===== config.mk =====
export PLATFORM = sky130hd
export DESIGN_NAME = nibbler_button_port
export DESIGN_NICKNAME = d
export VERILOG_FILES = /design/src/rtl/nibbler_button_port.sv
export SDC_FILE = /design/constraint.sdc
export NUM_CORES = 1
export LEC_CHECK = 0
export ABC_AREA = 1
export ABC_CLOCK_PERIOD_IN_PS = 800
export CAP_MARGIN = 5
export CORE_MARGIN = 5
export CORE_UTILIZATION = 37
export DETAILED_ROUTE_END_ITERATION = 12
export PLACE_DENSITY = 0.69
export SETUP_SLACK_MARGIN = 0.5
export SLEW_MARGIN = 20
export SYNTH_ARGS = -nofsm -noshare
export SYNTH_HDL_FRONTEND = slang
export SYNTH_SLANG_ARGS = --single-unit

===== constraint.sdc =====
create_clock -name clock -period 0.8 [get_ports clock]
set_clock_uncertainty 0.15 [all_clocks]
set_input_delay 0.12 -clock clock [delete_from_list [all_inputs] [get_ports clock]]
set_output_delay 0.12 -clock clock [all_outputs]
set_load 0.05 [all_outputs]

===== src/rtl/nibbler_button_port.sv =====
// Nibbler pushbutton IN-port: 2-flop sync, per-bit debounce, sticky press flags read-and-clear by the uP.
// Press reaches stable 2+DEBOUNCE_CYCLES clocks after sampling (3 clocks when BTN_DEBOUNCE_EN is undefined).
module nibbler_button_port #(
    parameter int unsigned DEBOUNCE_CYCLES = 4
) (
    input  logic       clock,
    input  logic       reset,
    input  logic [3:0] pushbuttons,
    input  logic       phase,
    input  logic       rd_en,
    output logic [3:0] data_bus,
    output logic       pending,
    output logic [3:0] stable
);

    if (DEBOUNCE_CYCLES < 1 || DEBOUNCE_CYCLES > 15) begin : g_bad_cfg
        $error("nibbler_button_port: DEBOUNCE_CYCLES must be 1..15");
    end

    logic [3:0] sync1_q;
    logic [3:0] sync2_q;
    logic [3:0] stable_q;
    logic [3:0] stable_d;
    logic [3:0] flag_q;
    logic [3:0] flag_d;
    logic       rd_cycle;

    always_ff @(posedge clock or posedge reset) begin
        if (reset) begin
            sync1_q <= 4'b0000;
            sync2_q <= 4'b0000;
        end else begin
            sync1_q <= pushbuttons;
            sync2_q <= sync1_q;
        end
    end

`ifdef BTN_DEBOUNCE_EN
    localparam logic [3:0] CNT_LAST = 4'(DEBOUNCE_CYCLES - 1);

    logic [3:0] cnt_q [4];
    logic [3:0] cnt_d [4];

    // Counter runs only while the synced level disagrees with the accepted one.
    always_comb begin
        stable_d = stable_q;
        for (int i = 0; i < 4; i++) begin
            cnt_d[i] = 4'd0;
            if (sync2_q[i] != stable_q[i]) begin
                if (cnt_q[i] == CNT_LAST) begin
                    stable_d[i] = sync2_q[i];
                end else begin
                    cnt_d[i] = cnt_q[i] + 4'd1;
                end
            end
        end
    end

    always_ff @(posedge clock or posedge reset) begin
        if (reset) begin
            for (int i = 0; i < 4; i++) begin
                cnt_q[i] <= 4'd0;
            end
        end else begin
            for (int i = 0; i < 4; i++) begin
                cnt_q[i] <= cnt_d[i];
            end
        end
    end
`else
    assign stable_d = sync2_q;
`endif

    assign rd_cycle = phase & rd_en;

    // A press landing on the read edge survives the clear.
    assign flag_d = (rd_cycle ? 4'b0000 : flag_q) | (stable_d & ~stable_q);

    always_ff @(posedge clock or posedge reset) begin
        if (reset) begin
            stable_q <= 4'b0000;
            flag_q   <= 4'b0000;
        end else begin
            stable_q <= stable_d;
            flag_q   <= flag_d;
        end
    end

    assign data_bus = rd_cycle ? flag_q : 4'b0000;
    assign pending  = |flag_q;
    assign stable   = stable_q;

endmodule


After elaboration in Yosys (flattened, before gate mapping)
Cells that the tools add are included.
{ "totals": {"ff_bits": 16, "input_bits": 8, "out_inout_bits": 9, "word_cells": 11} }
{ "classes": {"mux": 2, "n_bitwise": 4, "n_reduce_logical": 1} }
{ "op_table": {"columns": ["operator", "n"], "rows": [
  ["two-way mux 4 bit", 2],
  ["bitwise AND 4 bit", 1],
  ["inverter 4 bit", 1],
  ["OR 4 bit", 1],
  ["OR reduction 4 bit", 1],
  ["bitwise AND 1 bit", 1]
]} }

Depth between registers and ports, before layout
Gate-level depths: netlist of the first run.
{ "depth": {"ltp_word": 3, "depth_mapped": 3, "depth_no_buf": 3} }

Worst setup path after synthesis of the first run
OpenSTA, ideal clock, no wires.
{ "synth_path": {"kind": "register to output", "startpoint": "register flag_q[0]", "endpoint": "output port data_bus[0]", "arrival_ps": 1036, "required_ps": 530, "slack_ps": -506, "stages_incl_launch_ff": 3, "n_path_buf": 0, "path_cell_list": "dfrtp_1 > inv_1 > nor2_1"} }
{ "synth_between": {"elab_chain_cells": 1} }
{ "synth_lines": {"columns": ["element", "line", "text"], "rows": [
  ["from (decl)", "24", "logic [3:0] flag_q;"],
  ["from (signal assigned)", "85", "flag_q <= flag_d;"],
  ["two-way mux 4 bit", "89", "assign data_bus = rd_cycle ? flag_q : 4'b0000;"],
  ["to (decl)", "11", "output logic [3:0] data_bus,"]
]} }
Every way passes these cells.

Worst setup path in the final report of the first run
{ "layout_path": {"startpoint": "register flag_q[3]", "endpoint": "output port pending"} }
{ "layout_between": {"elab_chain_cells": 1} }
{ "layout_lines": {"columns": ["element", "line", "text"], "rows": [
  ["OR reduction 4 bit", "90", "assign pending = |flag_q;"],
  ["to (decl)", "12", "output logic pending,"]
]} }
Every way passes these cells.

==> results of run 1 <==
worst max-delay path by stage:
stage / slack, ns / start / endpoint
2_1_floorplan: -0.15 / flag_q[2]$_DFF_PP0_ / pending
3_3_place_gp: -0.52 / phase / data_bus[2]
6_report: -0.49 / flag_q[3]$_DFF_PP0_ / pending
3_5_place_dp: -0.54 / rd_en / data_bus[1]
4_1_cts: -0.50 / flag_q[3]$_DFF_PP0_ / pending
5_1_grt: -0.55 / flag_q[3]$_DFF_PP0_ / pending
layout by cell type (no fill, tap or decap):
master	n
dlygate4sd2_1	3
inv_1	5
nand2_1	10
nand2_2	3
clkbuf_8	1
nor2_1	1
buf_4	3
nor2_4	4
clkdlybuf4s15_1	4
inv_2	3
nor2_2	1
dfrtp_1	12
dfrtp_2	4
buf_12	10
clkbuf_4	3
buf_6	1
nand2_4	1
clkinvlp_4	1
layout make-up:
cell class	instances	area, um2
Timing Repair Buffer	21	300.3
Fill cell	103	380.4
Sequential cell	16	405.4
Tap cell	15	18.77
Inverter	9	37.54
Clock buffer	4	36.28
Multi-Input combinational cell	20	122.6
power by group through the flow:
stage | registers (mW) | clock network [mW] | logic (mW)
5_1_grt | 0.910 | 0.559 | 0.385
3_5_place_dp | 0.916 | 0 | 0.356
2_1_floorplan | 0.941 | 0 | 0.137
3_3_place_gp | 0.913 | 0 | 0.352
6_report | 0.902 | 0.500 | 0.360
4_1_cts | 0.900 | 0.521 | 0.352
cell families (layout without fill, tap and decap cells):
group / after synthesis / in the layout / synth area share, %
simple gates: 20 / 20 / 15.16
flops: 16 / 16 / 78.24
buf+inv: 9 / 34 / 6.601
flip-flops by register name, summed over array words and instances, names as in the netlist:
name	cells
flag_q	4
sync1_q	4
stable_d	4
stable	4
metal layers:
metal  vias up  GRT usage (%)  routed length, um
met5         -              0                  0
met4         0          9.945                 26
met3         4          3.448                 90
met2        16          13.82                390
met1       163          10.39                306
li1        178              -                  -
through the flow:
step	cells	setup WS, ns	power (mW)	hold slack, ns	utilization, %
2_1_floorplan	45	-0.1470	1.078	-0.2028	-
3_3_place_gp	80	-0.5238	1.265	0.1828	66.44
3_5_place_dp	80	-0.5446	1.272	0.1928	66.44
4_1_cts	84	-0.5039	1.773	-0.1511	69.62
5_1_grt	85	-0.5518	1.854	-0.1574	70.77
6_report	85	-0.4867	1.762	-0.1499	70.77
repair_timing:
action | CTS | global route
resized for setup | 15 | 4
endpoints found under the setup margin | 41 | 21
endpoints found under the hold margin | 20 | 20
buffers inserted | 0 | 1
pin swaps | 5 | 4
tightest hold or removal path, cell delays in order:
cell	delay, ns
dlygate4sd2_1	0.26
clkinvlp_4	0.11
buf_12	0.12
==> results.tsv, run 1 <==
stage	metric	value	unit
global_route	first-pass GRT wire length	1.373	mm
cells_and_area	Design Area, Final	920.9	um2
placed_design	RePlAce Congestion	0.7104	
flow_run	Max Cap Viol	0	
route	drt via density	4.247	
clock_network	clock latency on the worst-skew pair	0.28	ns
synthesis	Post-synth EDFFs	0	
clock_network	root buffer cell	clkbuf_4	
global_route	largest net degree at the start of global routing	10	
global_route	GR Util All Layers	9.565	%
sta	Final Hold Fails	20	
sta	min Tclk post-route	1.287	ns
critical_path	R2R Setup Slk	-0.10	ns
route	vias after detailed routing	361	
clock_network	clk slew on worst S/H paths	0.09	ns
route	DRC	0	
critical_path	CP max stage delay	0.41	ns
critical_path	critical path fanouts, max	3	
cells_and_area	antenna cells	0	
power	Max IR drop VDD	1.304	mV
critical_path	CP Buf/Inv Count	1	
synthesis	Synth async-reset ratio	100.0	%
global_route	initial antenna violation count	0	
route	drt total wl	813	um
cells_and_area	share of cells above drive strength 1	50.00	%
die	CORE AREA	0.001301	mm2
synthesis	Synth top area share	78.24	%
placed_design	hpwl dp	669	um
outcome	violated checks	hold timing, setup timing	
clock_network	number of CTS-inserted buffers	3	
die	die area	0.002227	mm2
power	power per cell area	1914	mW/mm2
die	count of standard-cell rows	13	
critical_path	crit-path cells	nor2_2 > nand2_2 > buf_6	
sta	RSZ-0062 raised after global routing	true	
critical_path	slowest CP cell	dfrtp_1	
cells_and_area	area growth from synthesis to layout	79.95	%
synthesis	largest cells by area after synthesis	dfrtp_1 78%, nand2_1 9.5%, inv_1 6.6%	
power	part of the power in registers	51.2	%
synthesis	post-synthesis cell area	511.7	um2
critical_path	worst reg2reg path depth	3	
synthesis	cell accounting for the most synthesized area	dfrtp_1	
placed_design	I/O Buffers	16	
critical_path	Reg2Reg Launch Point	flag_q[3]$_DFF_PP0_	
route	remaining antenna violation count	0	
placed_design	placed inst area	864.6	um2
clock_network	CTS tree	done	
power	Comb power frac	20.4	%
critical_path	worst path arrival time	1.02	ns
power	Sw Pwr	0.4484	mW
sta	final setup fails	10	
sta	max-slew violations	0	
critical_path	Worst Setup End Kind	output port	
sta	worst setup margin	-0.4867	ns
power	Clk network pwr share	28.4	%
outcome	status	finished with violations	
sta	final period utilization	160.8	%
global_route	GRT Residual Overflow	0	
synthesis	Cells after Synth	45	
power	switch share	25.44	%
die	die height	47.19	um
die	Initial Utilization	39.33	%
synthesis	Yosys reg bits	16	
synthesis	Yosys cell types	5	
route	wire per inst	9.565	um
critical_path	Levels on crit path	3	
synthesis	most common cell in the netlist	dfrtp_1	
synthesis	sequential area share after synthesis	78.24	%
synthesis	Avg Inst Size Synth	11.37	um2
sta	worst-margin pin slew	0.1462	ns
synthesis	Post-synth top cells	16 x dfrtp_1, 13 x nand2_1, 9 x inv_1	
sta	setup TNS	-3.664	ns
clock_network	CTS max path bufs	2	
sta	Slew headroom	90.25	%
critical_path	critical path type	reg -> out	
synthesis	Primary FF master, synth	dfrtp_1	
global_route	vias in the first global route	364	
synthesis	synth warn	0	
critical_path	RR Endpoint	flag_q[3]$_DFF_PP0_	
sta	final hold slack	-0.1499	ns
route	First DRT Iteration DRCs	0	
die	# IOs	17	
power	Internal Dissipation	1.314	mW
power	Pleak	0.4463	nW
critical_path	crit start category	flip-flop	
synthesis	syn_nets	53	
clock_network	clock sinks	16	
critical_path	Crit path max-delay family	flip-flops	
clock_network	H-tree levels	1	
die	Die X	47.19	um
critical_path	worst endpoint required time	0.53	ns
worst_hold_path	hold crit path type	in -> async	
cells_and_area	Layout Nets	79	
route	DRT Pass-1 Iters	1	
sta	Max Clk Rate	0.7772	GHz
No activity file was read; power rests on OpenSTA's default activity.
==> run 2, diff against run 1 <==
--- a/config.mk
+++ b/config.mk
@@ -13,6 +13,7 @@
 export DETAILED_ROUTE_END_ITERATION = 12
 export PLACE_DENSITY = 0.69
 export SETUP_SLACK_MARGIN = 0.5
+export SKIP_CTS_REPAIR_TIMING = 1
 export SLEW_MARGIN = 20
 export SYNTH_ARGS = -nofsm -noshare
 export SYNTH_HDL_FRONTEND = slang
==> run 2 against run 1 <==
Net effect: the flow still finishes with violations (hold timing, setup timing); sequential power is essentially flat; non-clock buffer count grew 2; sequential cell count is the same; die area is the same; via count grew 1.9%; routed wire length grew 4.6%; critical path type unchanged; largest power group unchanged; highest routed layer unchanged.
==> results.tsv, run 2 (synthesized netlist as in run 1, its figures left out) <==
stage	metric	value	unit	change
cells_and_area	commonest non-fill, non-tap cell in the layout	dfrtp_1		unchanged
global_route	GRT Residual Overflow	0		unchanged
outcome	violated checks	hold timing, setup timing		unchanged
power	Pleak	0.5137	nW	was 0.4463 nW
critical_path	Worst Setup End Kind	output port		unchanged
clock_network	CTS max path bufs	2		unchanged
die	Initial Utilization	39.33	%	unchanged
global_route	M2 GR Usage	13.82	%	unchanged
die	# IOs	17		unchanged
clock_network	clock latency on the worst-skew pair	0.28	ns	about the same
clock_network	clock sinks	16		unchanged
global_route	met1 Use GR	10.39	%	unchanged
global_route	initial antenna violation count	0		unchanged
global_route	GRT Max-Usage Layer	met2		unchanged
die	CORE AREA	0.001301	mm2	unchanged
placed_design	I/O Buffers	16		unchanged
route	wire per inst	9.770	um	was 9.565 um
die	die height	47.19	um	unchanged
die	count of standard-cell rows	13		unchanged
clock_network	H-tree levels	1		unchanged
route	vias after detailed routing	368		was 361
critical_path	CP max stage delay	0.41	ns	about the same
flow_run	Max Cap Viol	0		unchanged
global_route	first-pass GRT wire length	1.373	mm	unchanged
cells_and_area	Design Area, Final	957.2	um2	was 920.9 um2
clock_network	root buffer cell	clkbuf_4		unchanged
die	die area	0.002227	mm2	unchanged
sta	min Tclk post-route	1.287	ns	about the same
sta	setup TNS	-3.711	ns	was -3.664 ns
global_route	GR Util All Layers	9.565	%	unchanged
cells_and_area	antenna cells	0		unchanged
power	Max IR drop VDD	1.309	mV	was 1.304 mV
sta	Slew headroom	90.11	%	was 90.25%
critical_path	critical path fanouts, max	3		unchanged
critical_path	worst endpoint required time	0.53	ns	about the same
cells_and_area	area growth from synthesis to layout	87.04	%	was 79.95%
critical_path	CP Buf/Inv Count	1		unchanged
clock_network	CTS tree	done		unchanged
route	drt via density	4.230		was 4.247
sta	RSZ-0062 raised after global routing	true		unchanged
placed_design	placed inst area	864.6	um2	unchanged
cells_and_area	commonest non-fill, non-tap cells in the layout	12 x dfrtp_1, 10 x nand2_1, 10 x buf_12		unchanged
global_route	largest net degree at the start of global routing	10		unchanged
sta	final setup fails	10		unchanged
sta	worst-margin pin slew	0.1482	ns	was 0.1462 ns
critical_path	crit-path cells	nor2_2 > nand2_2 > buf_6		unchanged
placed_design	Place WS	-0.5446	ns	unchanged
outcome	status	finished with violations		unchanged
route	DRT Pass-1 Iters	1		unchanged
route	remaining antenna violation count	0		unchanged
worst_hold_path	hold crit path type	in -> async		unchanged
clock_network	clk slew on worst S/H paths	0.09	ns	about the same
route	DRC	0		unchanged
sta	worst setup margin	-0.4872	ns	was -0.4867 ns
sta	Final Hold Fails	20		unchanged
global_route	vias in the first global route	362		was 364
placed_design	hpwl dp	669	um	unchanged
critical_path	crit start category	flip-flop		unchanged
critical_path	critical path type	reg -> out		unchanged
sta	max-slew violations	0		unchanged
route	First DRT Iteration DRCs	0		unchanged
route	drt total wl	850	um	was 813 um
clock_network	number of CTS-inserted buffers	3		unchanged
cells_and_area	share of cells above drive strength 1	51.39	%	was 50.00%
critical_path	worst path arrival time	1.02	ns	about the same
cells_and_area	Layout Nets	81		was 79
global_route	met3 usage	3.448	%	unchanged
die	Die X	47.19	um	unchanged
placed_design	RePlAce Congestion	0.7104		unchanged
sta	final hold slack	-0.2590	ns	was -0.1499 ns
sta	Max Clk Rate	0.7769	GHz	was 0.7772 GHz
critical_path	Crit path max-delay family	flip-flops		unchanged
sta	final period utilization	160.9	%	was 160.8%
power	power per cell area	1854	mW/mm2	was 1914 mW/mm2
critical_path	slowest CP cell	dfrtp_1		unchanged
[run 2: cell types whose count changed in the layout (fill, tap and decap cells not counted)]
| cell | delta |
|---|---|
| buf_4 | +2 |
| clkdlybuf4s15_1 | -4 |
| dlygate4sd2_1 | -3 |
| dlymetal6s2s_1 | +7 |
[run 2: where the power goes]
group          internal [mW]  leakage [nW]  switching (mW)  total [mW]
Combinational          0.183         0.312           0.189       0.372
Sequential             0.864         0.181          0.0382       0.902
Clock                  0.277        0.0210           0.224       0.500
Total                   1.32         0.514           0.450        1.77
[run 2: final timing paths]
path / from / to / slack (ns) / cells past startpoint
worst max-delay path: flag_q[3]$_DFF_PP0_ / pending / -0.49 / 3
worst min register to register: sync1_q[2]$_DFF_PP0_ / stable_d[2]$_DFF_PP0_ / 0.21 / 0
worst min-delay path: reset / flag_q[3]$_DFF_PP0_ / -0.26 / 3
min in group clock: pushbuttons[1] / sync1_q[1]$_DFF_PP0_ / -0.20 / 1
max in group asynchronous: reset / stable[3]$_DFF_PP0_ / 0.65 / 3
worst max register to register: flag_q[3]$_DFF_PP0_ / flag_q[3]$_DFF_PP0_ / -0.09 / 3
[run 2: final cells by class]
type                    instances  area [um2]
flip-flops and latches         16       405.4
well taps                      15       18.77
inverters                       9       37.54
clock buffers                   4       36.28
multi-input cells              20       122.6
fillers                        93       344.1
repair buffers                 23       336.6
[run 2: tightest hold or removal path, cell delays in order]
cell and delay (ns):
dlymetal6s2s_1 0.14, clkinvlp_4 0.11, buf_12 0.12
[run 2: metrics by stage]
stage | instances | power (mW) | util, %
5_1_grt | 87 | 1.866 | 73.56
3_3_place_gp | 80 | 1.265 | 66.44
6_report | 87 | 1.774 | 73.56
2_1_floorplan | 45 | 1.078 | -
3_5_place_dp | 80 | 1.272 | 66.44
4_1_cts | 84 | 1.777 | 69.23
[run 2: routing by layer]
metal	vias up	share of wire, %
met5	-	0
met4	0	3.1
met3	4	10
met2	16	48
met1	166	38
li1	182	-
==> run 3, diff against run 2 <==
--- a/config.mk
+++ b/config.mk
@@ -14,7 +14,6 @@
 export PLACE_DENSITY = 0.69
 export SETUP_SLACK_MARGIN = 0.5
 export SKIP_CTS_REPAIR_TIMING = 1
-export SLEW_MARGIN = 20
 export SYNTH_ARGS = -nofsm -noshare
 export SYNTH_HDL_FRONTEND = slang
 export SYNTH_SLANG_ARGS = --single-unit
==> results of run 3 <==
Final layout, timing and power as in run 2 (identical DEF).
